==> src/rtl/fifo_serializer_if.sv <==
// Handshake bundle between a fall-through FIFO, the serializer and the serial sink.
// master = serializer side, slave = FIFO/sink environment side.
interface fifo_serializer_if #(
  parameter int WIDTH = 32
);
  logic             enable;
  logic             fifo_empty;
  logic [WIDTH-1:0] fifo_data;
  logic             fifo_read;
  logic             sdata;
  logic             sframe;
  logic             busy;
  logic [15:0]      words_sent;

  modport master (
    input  enable, fifo_empty, fifo_data,
    output fifo_read, sdata, sframe, busy, words_sent
  );

  modport slave (
    output enable, fifo_empty, fifo_data,
    input  fifo_read, sdata, sframe, busy, words_sent
  );
endinterface

==> src/rtl/fifo_serializer.sv <==
// Pops words from a fall-through FIFO and shifts them out serially with a framing qualifier.
// Define FIFO_SERIALIZER_PARITY_EN to append an even-parity bit after each word.
module fifo_serializer #(
  parameter int WIDTH     = 32,
  parameter int DIVIDER   = 4,
  parameter int GAP_BITS  = 1,
  parameter int MSB_FIRST = 1
) (
  input  logic              clk,
  input  logic              reset,
  fifo_serializer_if.master bus
);
`ifdef FIFO_SERIALIZER_PARITY_EN
  localparam int LEN = WIDTH + 1;
`else
  localparam int LEN = WIDTH;
`endif
  localparam int BW = $clog2(WIDTH + 1);
  localparam int DW = (DIVIDER > 1) ? $clog2(DIVIDER) : 1;
  localparam int GW = (GAP_BITS > 1) ? $clog2(GAP_BITS) : 1;
  localparam logic [BW-1:0] BIT_LAST = BW'(LEN - 1);
  localparam logic [DW-1:0] DIV_LAST = DW'(DIVIDER - 1);
  localparam logic [GW-1:0] GAP_LAST = GW'((GAP_BITS > 0) ? GAP_BITS - 1 : 0);
`ifdef FIFO_SERIALIZER_PARITY_EN
  localparam logic [BW-1:0] DATA_LAST = BW'(WIDTH - 1);
`endif

  typedef enum logic [1:0] {IDLE, SHIFT, GAP} state_t;
  localparam state_t AFTER_WORD = (GAP_BITS > 0) ? GAP : IDLE;

  state_t           state_q, state_d;
  logic [WIDTH-1:0] shreg_q, shreg_d;
  logic [BW-1:0]    bit_q, bit_d;
  logic [DW-1:0]    div_q, div_d;
  logic [GW-1:0]    gap_q, gap_d;
  logic             sdata_q, sdata_d;
  logic             sframe_q, sframe_d;
  logic [15:0]      words_q, words_d;
`ifdef FIFO_SERIALIZER_PARITY_EN
  logic             par_q, par_d;
`endif

  logic fifo_read;
  logic busy;
  logic div_end, bit_end, gap_end, next_bit;

  assign div_end  = (div_q == DIV_LAST);
  assign bit_end  = (bit_q == BIT_LAST);
  assign gap_end  = (gap_q == GAP_LAST);
  // The shift register is pre-shifted at capture, so the next bit always sits at the edge.
  assign next_bit = (MSB_FIRST != 0) ? shreg_q[WIDTH-1] : shreg_q[0];

  always_ff @(posedge clk) begin
    if (reset) begin
      state_q  <= IDLE;
      shreg_q  <= '0;
      bit_q    <= '0;
      div_q    <= '0;
      gap_q    <= '0;
      sdata_q  <= 1'b0;
      sframe_q <= 1'b0;
      words_q  <= '0;
`ifdef FIFO_SERIALIZER_PARITY_EN
      par_q    <= 1'b0;
`endif
    end else begin
      state_q  <= state_d;
      shreg_q  <= shreg_d;
      bit_q    <= bit_d;
      div_q    <= div_d;
      gap_q    <= gap_d;
      sdata_q  <= sdata_d;
      sframe_q <= sframe_d;
      words_q  <= words_d;
`ifdef FIFO_SERIALIZER_PARITY_EN
      par_q    <= par_d;
`endif
    end
  end

  always_comb begin
    state_d = state_q;
    case (state_q)
      IDLE:    if (fifo_read) state_d = SHIFT;
      SHIFT:   if (div_end && bit_end) state_d = AFTER_WORD;
      GAP:     if (div_end && gap_end) state_d = IDLE;
      default: state_d = IDLE;
    endcase
  end

  always_comb begin
    fifo_read = (state_q == IDLE) && bus.enable && !bus.fifo_empty && !reset;
    busy      = (state_q != IDLE);
  end

  always_comb begin
    shreg_d  = shreg_q;
    bit_d    = bit_q;
    div_d    = div_q;
    gap_d    = gap_q;
    sdata_d  = sdata_q;
    sframe_d = sframe_q;
    words_d  = words_q;
`ifdef FIFO_SERIALIZER_PARITY_EN
    par_d    = par_q;
`endif
    case (state_q)
      IDLE: begin
        if (fifo_read) begin
          shreg_d  = (MSB_FIRST != 0) ? (bus.fifo_data << 1) : (bus.fifo_data >> 1);
          sdata_d  = (MSB_FIRST != 0) ? bus.fifo_data[WIDTH-1] : bus.fifo_data[0];
          sframe_d = 1'b1;
          bit_d    = '0;
          div_d    = '0;
`ifdef FIFO_SERIALIZER_PARITY_EN
          par_d    = ^bus.fifo_data;
`endif
        end
      end
      SHIFT: begin
        if (div_end) begin
          div_d = '0;
          if (bit_end) begin
            words_d  = words_q + 16'd1;
            sdata_d  = 1'b0;
            sframe_d = 1'b0;
            gap_d    = '0;
          end else begin
            bit_d   = bit_q + BW'(1);
            shreg_d = (MSB_FIRST != 0) ? (shreg_q << 1) : (shreg_q >> 1);
`ifdef FIFO_SERIALIZER_PARITY_EN
            sdata_d = (bit_q == DATA_LAST) ? par_q : next_bit;
`else
            sdata_d = next_bit;
`endif
          end
        end else begin
          div_d = div_q + DW'(1);
        end
      end
      GAP: begin
        if (div_end) begin
          div_d = '0;
          gap_d = gap_q + GW'(1);
        end else begin
          div_d = div_q + DW'(1);
        end
      end
      default: ;
    endcase
  end

  assign bus.fifo_read  = fifo_read;
  assign bus.busy       = busy;
  assign bus.sdata      = sdata_q;
  assign bus.sframe     = sframe_q;
  assign bus.words_sent = words_q;
endmodule

==> src/flat_wrapper.sv <==
// flat-port wrapper written by rule: the top's interface ports become plain ports
module fifo_serializer_flat 
#(
  parameter int WIDTH     = 32,
  parameter int DIVIDER   = 4,
  parameter int GAP_BITS  = 1,
  parameter int MSB_FIRST = 1
)
  (clk, reset, bus_enable, bus_fifo_empty, bus_fifo_data, bus_fifo_read, bus_sdata, bus_sframe, bus_busy, bus_words_sent);
  fifo_serializer_if #(.WIDTH(WIDTH)) bus_i ();
  input  logic clk;
  input  logic reset;
  input wire logic [$bits(bus_i.enable)-1:0] bus_enable;
  input wire logic [$bits(bus_i.fifo_empty)-1:0] bus_fifo_empty;
  input wire logic [$bits(bus_i.fifo_data)-1:0] bus_fifo_data;
  output wire logic [$bits(bus_i.fifo_read)-1:0] bus_fifo_read;
  output wire logic [$bits(bus_i.sdata)-1:0] bus_sdata;
  output wire logic [$bits(bus_i.sframe)-1:0] bus_sframe;
  output wire logic [$bits(bus_i.busy)-1:0] bus_busy;
  output wire logic [$bits(bus_i.words_sent)-1:0] bus_words_sent;
  assign bus_i.enable = bus_enable;
  assign bus_i.fifo_empty = bus_fifo_empty;
  assign bus_i.fifo_data = bus_fifo_data;
  assign bus_fifo_read = bus_i.fifo_read;
  assign bus_sdata = bus_i.sdata;
  assign bus_sframe = bus_i.sframe;
  assign bus_busy = bus_i.busy;
  assign bus_words_sent = bus_i.words_sent;
  fifo_serializer #(.WIDTH(WIDTH), .DIVIDER(DIVIDER), .GAP_BITS(GAP_BITS), .MSB_FIRST(MSB_FIRST)) u_core (.clk(clk), .reset(reset), .bus(bus_i));
endmodule
==> config.mk <==
export PLATFORM = sky130hd
export DESIGN_NAME = fifo_serializer_flat
export DESIGN_NICKNAME = d
export VERILOG_FILES = /design/src/rtl/fifo_serializer_if.sv /design/src/rtl/fifo_serializer.sv /design/src/flat_wrapper.sv
export SDC_FILE = /design/constraint.sdc
export NUM_CORES = 1
export LEC_CHECK = 0
export ABC_AREA = 1
export ABC_CLOCK_PERIOD_IN_PS = 1970
export CORE_MARGIN = 1
export CORE_UTILIZATION = 52
export DETAILED_ROUTE_END_ITERATION = 6
export GPL_TIMING_DRIVEN = 0
export PLACE_DENSITY_LB_ADDON = 0.15
export REMOVE_ABC_BUFFERS = 1
export SLEW_MARGIN = 20
export SYNTH_ARGS = -nofsm -noshare
export SYNTH_HDL_FRONTEND = slang
export SYNTH_SLANG_ARGS = --single-unit
==> constraint.sdc <==
create_clock -name clk -period 1.97 [get_ports clk]
set_input_delay 0.197 -clock clk [delete_from_list [all_inputs] [get_ports clk]]
set_output_delay 0.197 -clock clk [all_outputs]
set_load 0.005 [all_outputs]
Word level (Yosys, flattened, before mapping):

Cells that the tools add are included.

* register bits: 61
* output and inout bits: 20
* word-level logic and storage cells: 69

* equality and inequality tests: 11
* bitwise operators: 1
* add/sub/neg operators: 4
* reductions and logical operators: 20
* muxes and demuxes: 25

Operators by type and width (count)
* two-way mux 32 bit: 3
* one-hot mux 32 bit (2 select lines): 1
* two-way mux 6 bit: 3
* adder 16 x 1 -> 16 bit (second input constant): 1
* one-hot mux 6 bit (2 select lines): 1
* AND reduction 4 bit: 3
* two-way mux 2 bit: 5
* inequality test 2 x 1 -> 1 bit (second input constant): 5
* AND reduction 3 bit: 3
* nonzero test 2 bit: 4
* two-way mux 1 bit: 7
* adder 6 x 1 -> 6 bit (second input constant): 1
* equality test 6 x 5 -> 1 bit (second input constant): 1
* one-hot mux 1 bit (2 select lines): 3
* one-hot mux 2 bit (3 select lines): 1
* logical AND 1 bit: 5
* equality test 2 bit (second input constant): 2
* inequality test 2 bit (second input constant): 2
* one-hot mux 2 bit (2 select lines): 1
* adder 2 x 1 -> 2 bit (second input constant): 1
* equality test 2 x 1 -> 1 bit (second input constant): 1
* zero test 1 bit: 2
* zero test 2 bit: 1
* AND reduction 2 bit: 1
* other kinds (3): 3

Depth between registers and ports, before layout:

Gate-level depths: netlist of the first run.

* depth in word-level cells: 6
* depth in mapped cells: 11

Worst setup path after synthesis of the first run:

Ideal clock, no wire load.

* kind: reg-to-reg
* from: reg u_core.state_q[1]
* to: reg u_core.bit_q[2]
* arrival time: 1.392 ns
* slack: 0.446 ns
* library setup time: 0.132 ns
* path buffers: 2
* cell stages (with the launch flop): 12
* clock period less this slack: 1.524 ns
* cells stage by stage: dfxtp_1 > inv_1 > ha_1 > buf_4 > inv_2 > nor2_1 > inv_2 > nand3_4 > inv_2 > buf_4 > nand2_1 > a21oi_1

* cells in the longest elaborated chain, start to end: 6
* elaborated cells between the ends (all ways): 11
* classes of those cells: eq/ne: 4; mux: 1; reduce/logical: 6

RTL lines
* from (decl): line fifo_serializer.sv:31 `state_t state_q, state_d;`
* from (signal assigned): line fifo_serializer.sv:67 `state_q <= state_d;`
* zero test 2 bit: line fifo_serializer.sv:92, fifo_serializer.sv:107
* logical AND 1 bit (3 in a row): line fifo_serializer.sv:92 `fifo_read = (state_q == IDLE) && bus.enable && !bus.fifo_empty && !reset;`
* inequality test 2 bit (no source line)
* AND reduction 4 bit (no source line)
* to (signal assigned): line fifo_serializer.sv:69 `bit_q <= bit_d;`
* to (decl): line fifo_serializer.sv:33 `logic [BW-1:0] bit_q, bit_d;`

Several ways; a longest one is shown, not always the timed one.
A chain may end at the register's enable or synchronous reset.

Final worst setup path of the first run:

* from: reg u_core.state_q[0]
* to: out bus_fifo_read

* cells in the longest elaborated chain, start to end: 4

RTL lines
* zero test 2 bit: line fifo_serializer.sv:92
* logical AND 1 bit (3 in a row): line fifo_serializer.sv:92
* to (decl): line flat_wrapper.sv:16 `output wire logic [$bits(bus_i.fifo_read)-1:0] bus_fifo_read;`

No other way between the ends.

==> metrics.cfg, run 1 <==
[sta]
report.final.slew_viol_count=0
finClkSkew_ps=7.81
min_period_ps=1890
setup_viol=0
max-slew-margin-rel=0.697
fin_crit_sh=0.961
hold_violations=0
tightest_slew_ps=454
hold_slack_ps=171
max_freq_mhz=528

[critical_path]
rr_worst_depth=9
regToRegSetupSlack_ps=170
crit_type=reg2out
cpLargestDelayFamily=buffers and inverters
cp_num_buf_inv=3
critPathCaptureType=output pin
crit_top_cell=inv_2
rr_endpoint=u_core.bit_q[2]$_SDFFE_PP0P_
cp_slowest_cell=clkdlybuf4s50_1
r2r_start=u_core.state_q[1]$_SDFFE_PP0P_
cp_cell_sequence=inv_2 > ha_2 > nand3_4 > inv_2 > clkdlybuf4s50_1
cp_max_fo=5
cp.arrival_ps=1700
max_stage_delay_ps=490
crit_path_start_kind=flop
required_ps=1770

[pwr]
p_per_area_nw_per_um2=987
p_comb_frac=0.331
p_int_uw=2530
clock_power_share=0.312
p_leak_uw=0.00154
power_switching_uw=1350
ir_drop_v=0.000868
pwr-share-seq=0.357
swShare=0.348

[final_layout]
drive_above_1_share=0.0838
nNetsFinal=563
area_growth_pct=29.3
num_antenna_cells=0
fill_cells=468
design_area_sq_um=3930

[clock_tree]
clock_path_buffers=2
root_buffer=clkbuf_8
cts_hold_buf=0
cts_tree=done
htree_levels=3
cts.sinks=60
worstSkewPairLatency_ps=340
cts.clk_slew.worst_paths_ps=70
tritoncts.num_buffers=9

[synthesis]
seq_area_frac_synth=0.395
synth_cell_type_count=27
syn_inst=467
avgSynthCellArea_sq_um=6.51
yosys_warnings=0
ys_seq_elements=60
synth_area_sq_um=3040

[detailed_routing]
drt-initial-drc-count=209
vias=3066
viasPerCell=5.14
detail_route.wl_per_cell_microns=12.0
drtAntennaViolNets=0
routed_wl_microns=7140
dr.pass1.iters=5
drc=0

[run]
cap_violations=0

[floorplanning]
fp.dieH_microns=78.5
start_util=0.546
die_w_microns=78.5
core_area_sq_um=5570
pin_count=56
die_area_sq_um=6160
fp-row-count=27

[global_routing]
overflow=0
grt_max_degree=42
grt_pass1_vias=2731
antenna_found_initial=0
grt.total_usage=0.245
grt_pass1_wl_microns=11900

[min_path]
hold_path_end=u_core.div_q[1]$_SDFFE_PP0P_
hp-start=reset
min_path_cells=2
min_path_type=in2reg

[place]
hpwl_microns=4080
port_buffers=55
postPlaceCellArea_sq_um=3580
gp_congestion=0.803

[run_status]
outcome=finished, final reports clean

==> state kept, by name, indices dropped and copies added (netlist names) <==
| signal | count |
|---|---|
| u_core.bit_q | 6 |
| u_core.bus.sdata | 1 |
| u_core.bus.sframe | 1 |
| u_core.bus.words_sent | 16 |
| u_core.div_q | 2 |
| u_core.gap_q | 1 |
| u_core.shreg_q | 31 |
| u_core.state_q | 2 |
==> Yosys cell counts <==
| master | instances | area [sq um] |
|---|---|---|
| nand3_4 | 2 | 35.0 |
| a31oi_1 | 1 | 6.26 |
| nand2_2 | 2 | 12.5 |
| nand4_1 | 4 | 25.0 |
| nor3_1 | 6 | 30.0 |
| nand3_1 | 20 | 100 |
| ha_1 | 7 | 87.6 |
| nand3_2 | 1 | 10.0 |
| dfxtp_1 | 60 | 1200 |
| a21oi_1 | 52 | 260 |
| nor2_2 | 2 | 12.5 |
| nor2_1 | 37 | 139 |
| buf_4 | 4 | 30.0 |
| buf_6 | 3 | 33.8 |
| clkbuf_1 | 7 | 26.3 |
| inv_2 | 4 | 15.0 |
| buf_2 | 5 | 25.0 |
| nand4_2 | 1 | 12.5 |
| nand2_1 | 213 | 800 |
| xor2_1 | 2 | 17.5 |
| buf_1 | 2 | 7.51 |
| inv_1 | 21 | 78.8 |
| o21ai_0 | 5 | 25.0 |
| nor3b_1 | 2 | 15.0 |
| nor2_4 | 2 | 22.5 |
| and3_1 | 1 | 6.26 |
| o21bai_1 | 1 | 7.51 |
==> stage by stage <==
step	cells	utilization	worst slack, ps	power [uW]	TNS, ps
after CTS	594	0.695	24.7	3810	0
final	597	0.706	76.9	3880	0
after global routing	597	0.706	-4.63	4100	-4.63
after detailed placement	574	0.642	-1140	2460	-43460
after global placement	573	0.639	-1820	2430	-87780
after floorplan	446	-	-714	2110	-26980
==> final cells by class <==
type	instances	area, sq um	share of cell area
multi-input combinational	362	1680	0.427
sequential	60	1200	0.305
timing repair buffer	62	627	0.159
clock buffer	11	141	0.0359
inverter	25	119	0.0302
tap	72	90.1	0.0229
clock inverter	5	75.1	0.0191
==> timing repair <==
action | in CTS | in global routing
resized for setup | 11 | 7
pin swaps | 2 | 0
setup buffers | 3 | 3
gates cloned | 1 | 0
endpoints found under the setup margin | 55 | 28
==> layer usage <==
| layer | track usage | share of wire | up-vias |
|---|---|---|---|
| met5 | 0 | 0 | - |
| met4 | 0.104 | 0.018 | 0 |
| met3 | 0.0442 | 0.045 | 14 |
| met2 | 0.402 | 0.47 | 73 |
| met1 | 0.315 | 0.47 | 1388 |
| li1 | - | - | 1591 |
==> cell usage in the layout (no fill, tap or decap), types with 2 or more instances in the layout <==
master,count
a21oi_1,52
nor2_1,36
ha_1,5
nor3b_1,2
clkinv_2,3
nand2_1,213
nor2_2,2
nand4_1,4
o21ai_0,5
dfxtp_1,60
buf_4,4
nand3_1,20
nand2_2,2
nor3_1,6
xor2_1,2
clkbuf_8,10
inv_1,18
buf_12,2
nor2_4,3
inv_2,5
bufinv_16,2
nand3_4,4
clkdlybuf4s50_1,54
==> worst reg2reg max path: cells and delay by family (launching register included) <==
kind / cells / cell delay, ps
buffers and inverters: 3 / 510
flip-flops: 1 / 320
AO/OA/AOI/OAI: 1 / 140
AND/OR/NAND/NOR: 4 / 520
adder cells (fa/ha/maj): 1 / 240
==> power by group through the flow <==
| stage | Sequential [uW] | Clock, uW | Combinational [uW] |
|---|---|---|---|
| after floorplan | 1390 | 0 | 715 |
| after global placement | 1400 | 0 | 1030 |
| after detailed placement | 1400 | 0 | 1050 |
| after CTS | 1380 | 1220 | 1200 |
| after global routing | 1400 | 1280 | 1420 |
| final | 1390 | 1210 | 1280 |
==> worst max path at each step <==
stage | to | start | depth (start not counted)
after floorplan | u_core.bit_q[4]$_SDFFE_PP0P_ | u_core.state_q[1]$_SDFFE_PP0P_ | 9
after global placement | u_core.shreg_q[27]$_SDFFE_PP0P_ | u_core.state_q[1]$_SDFFE_PP0P_ | 9
after detailed placement | u_core.bit_q[4]$_SDFFE_PP0P_ | u_core.state_q[1]$_SDFFE_PP0P_ | 9
after CTS | bus_fifo_read | u_core.state_q[0]$_SDFFE_PP0P_ | 5
after global routing | bus_fifo_read | u_core.state_q[0]$_SDFFE_PP0P_ | 5
final | bus_fifo_read | u_core.state_q[0]$_SDFFE_PP0P_ | 5
==> logic make-up (layout without fill, tap and decap cells) <==
logic type,Yosys count,in the layout,share of synthesized area
AO/OA/AOI/OAI,59,59,0.0983
AND/OR/NAND/NOR,293,294,0.401
adder cells (fa/ha/maj),7,7,0.0288
XOR/XNOR,2,2,0.00576
buffers and inverters,46,103,0.0712
flip-flops,60,60,0.395
(Power assumes the default switching activity.)
==> run 2, diff against run 1 <==
--- a/config.mk
+++ b/config.mk
@@ -12,6 +12,7 @@
 export DETAILED_ROUTE_END_ITERATION = 6
 export GPL_TIMING_DRIVEN = 0
 export PLACE_DENSITY_LB_ADDON = 0.15
+export RECOVER_POWER = 100
 export REMOVE_ABC_BUFFERS = 1
 export SLEW_MARGIN = 20
 export SYNTH_ARGS = -nofsm -noshare
==> results of run 2 <==
No change in the layout: final DEF, timing and power equal those of run 1.
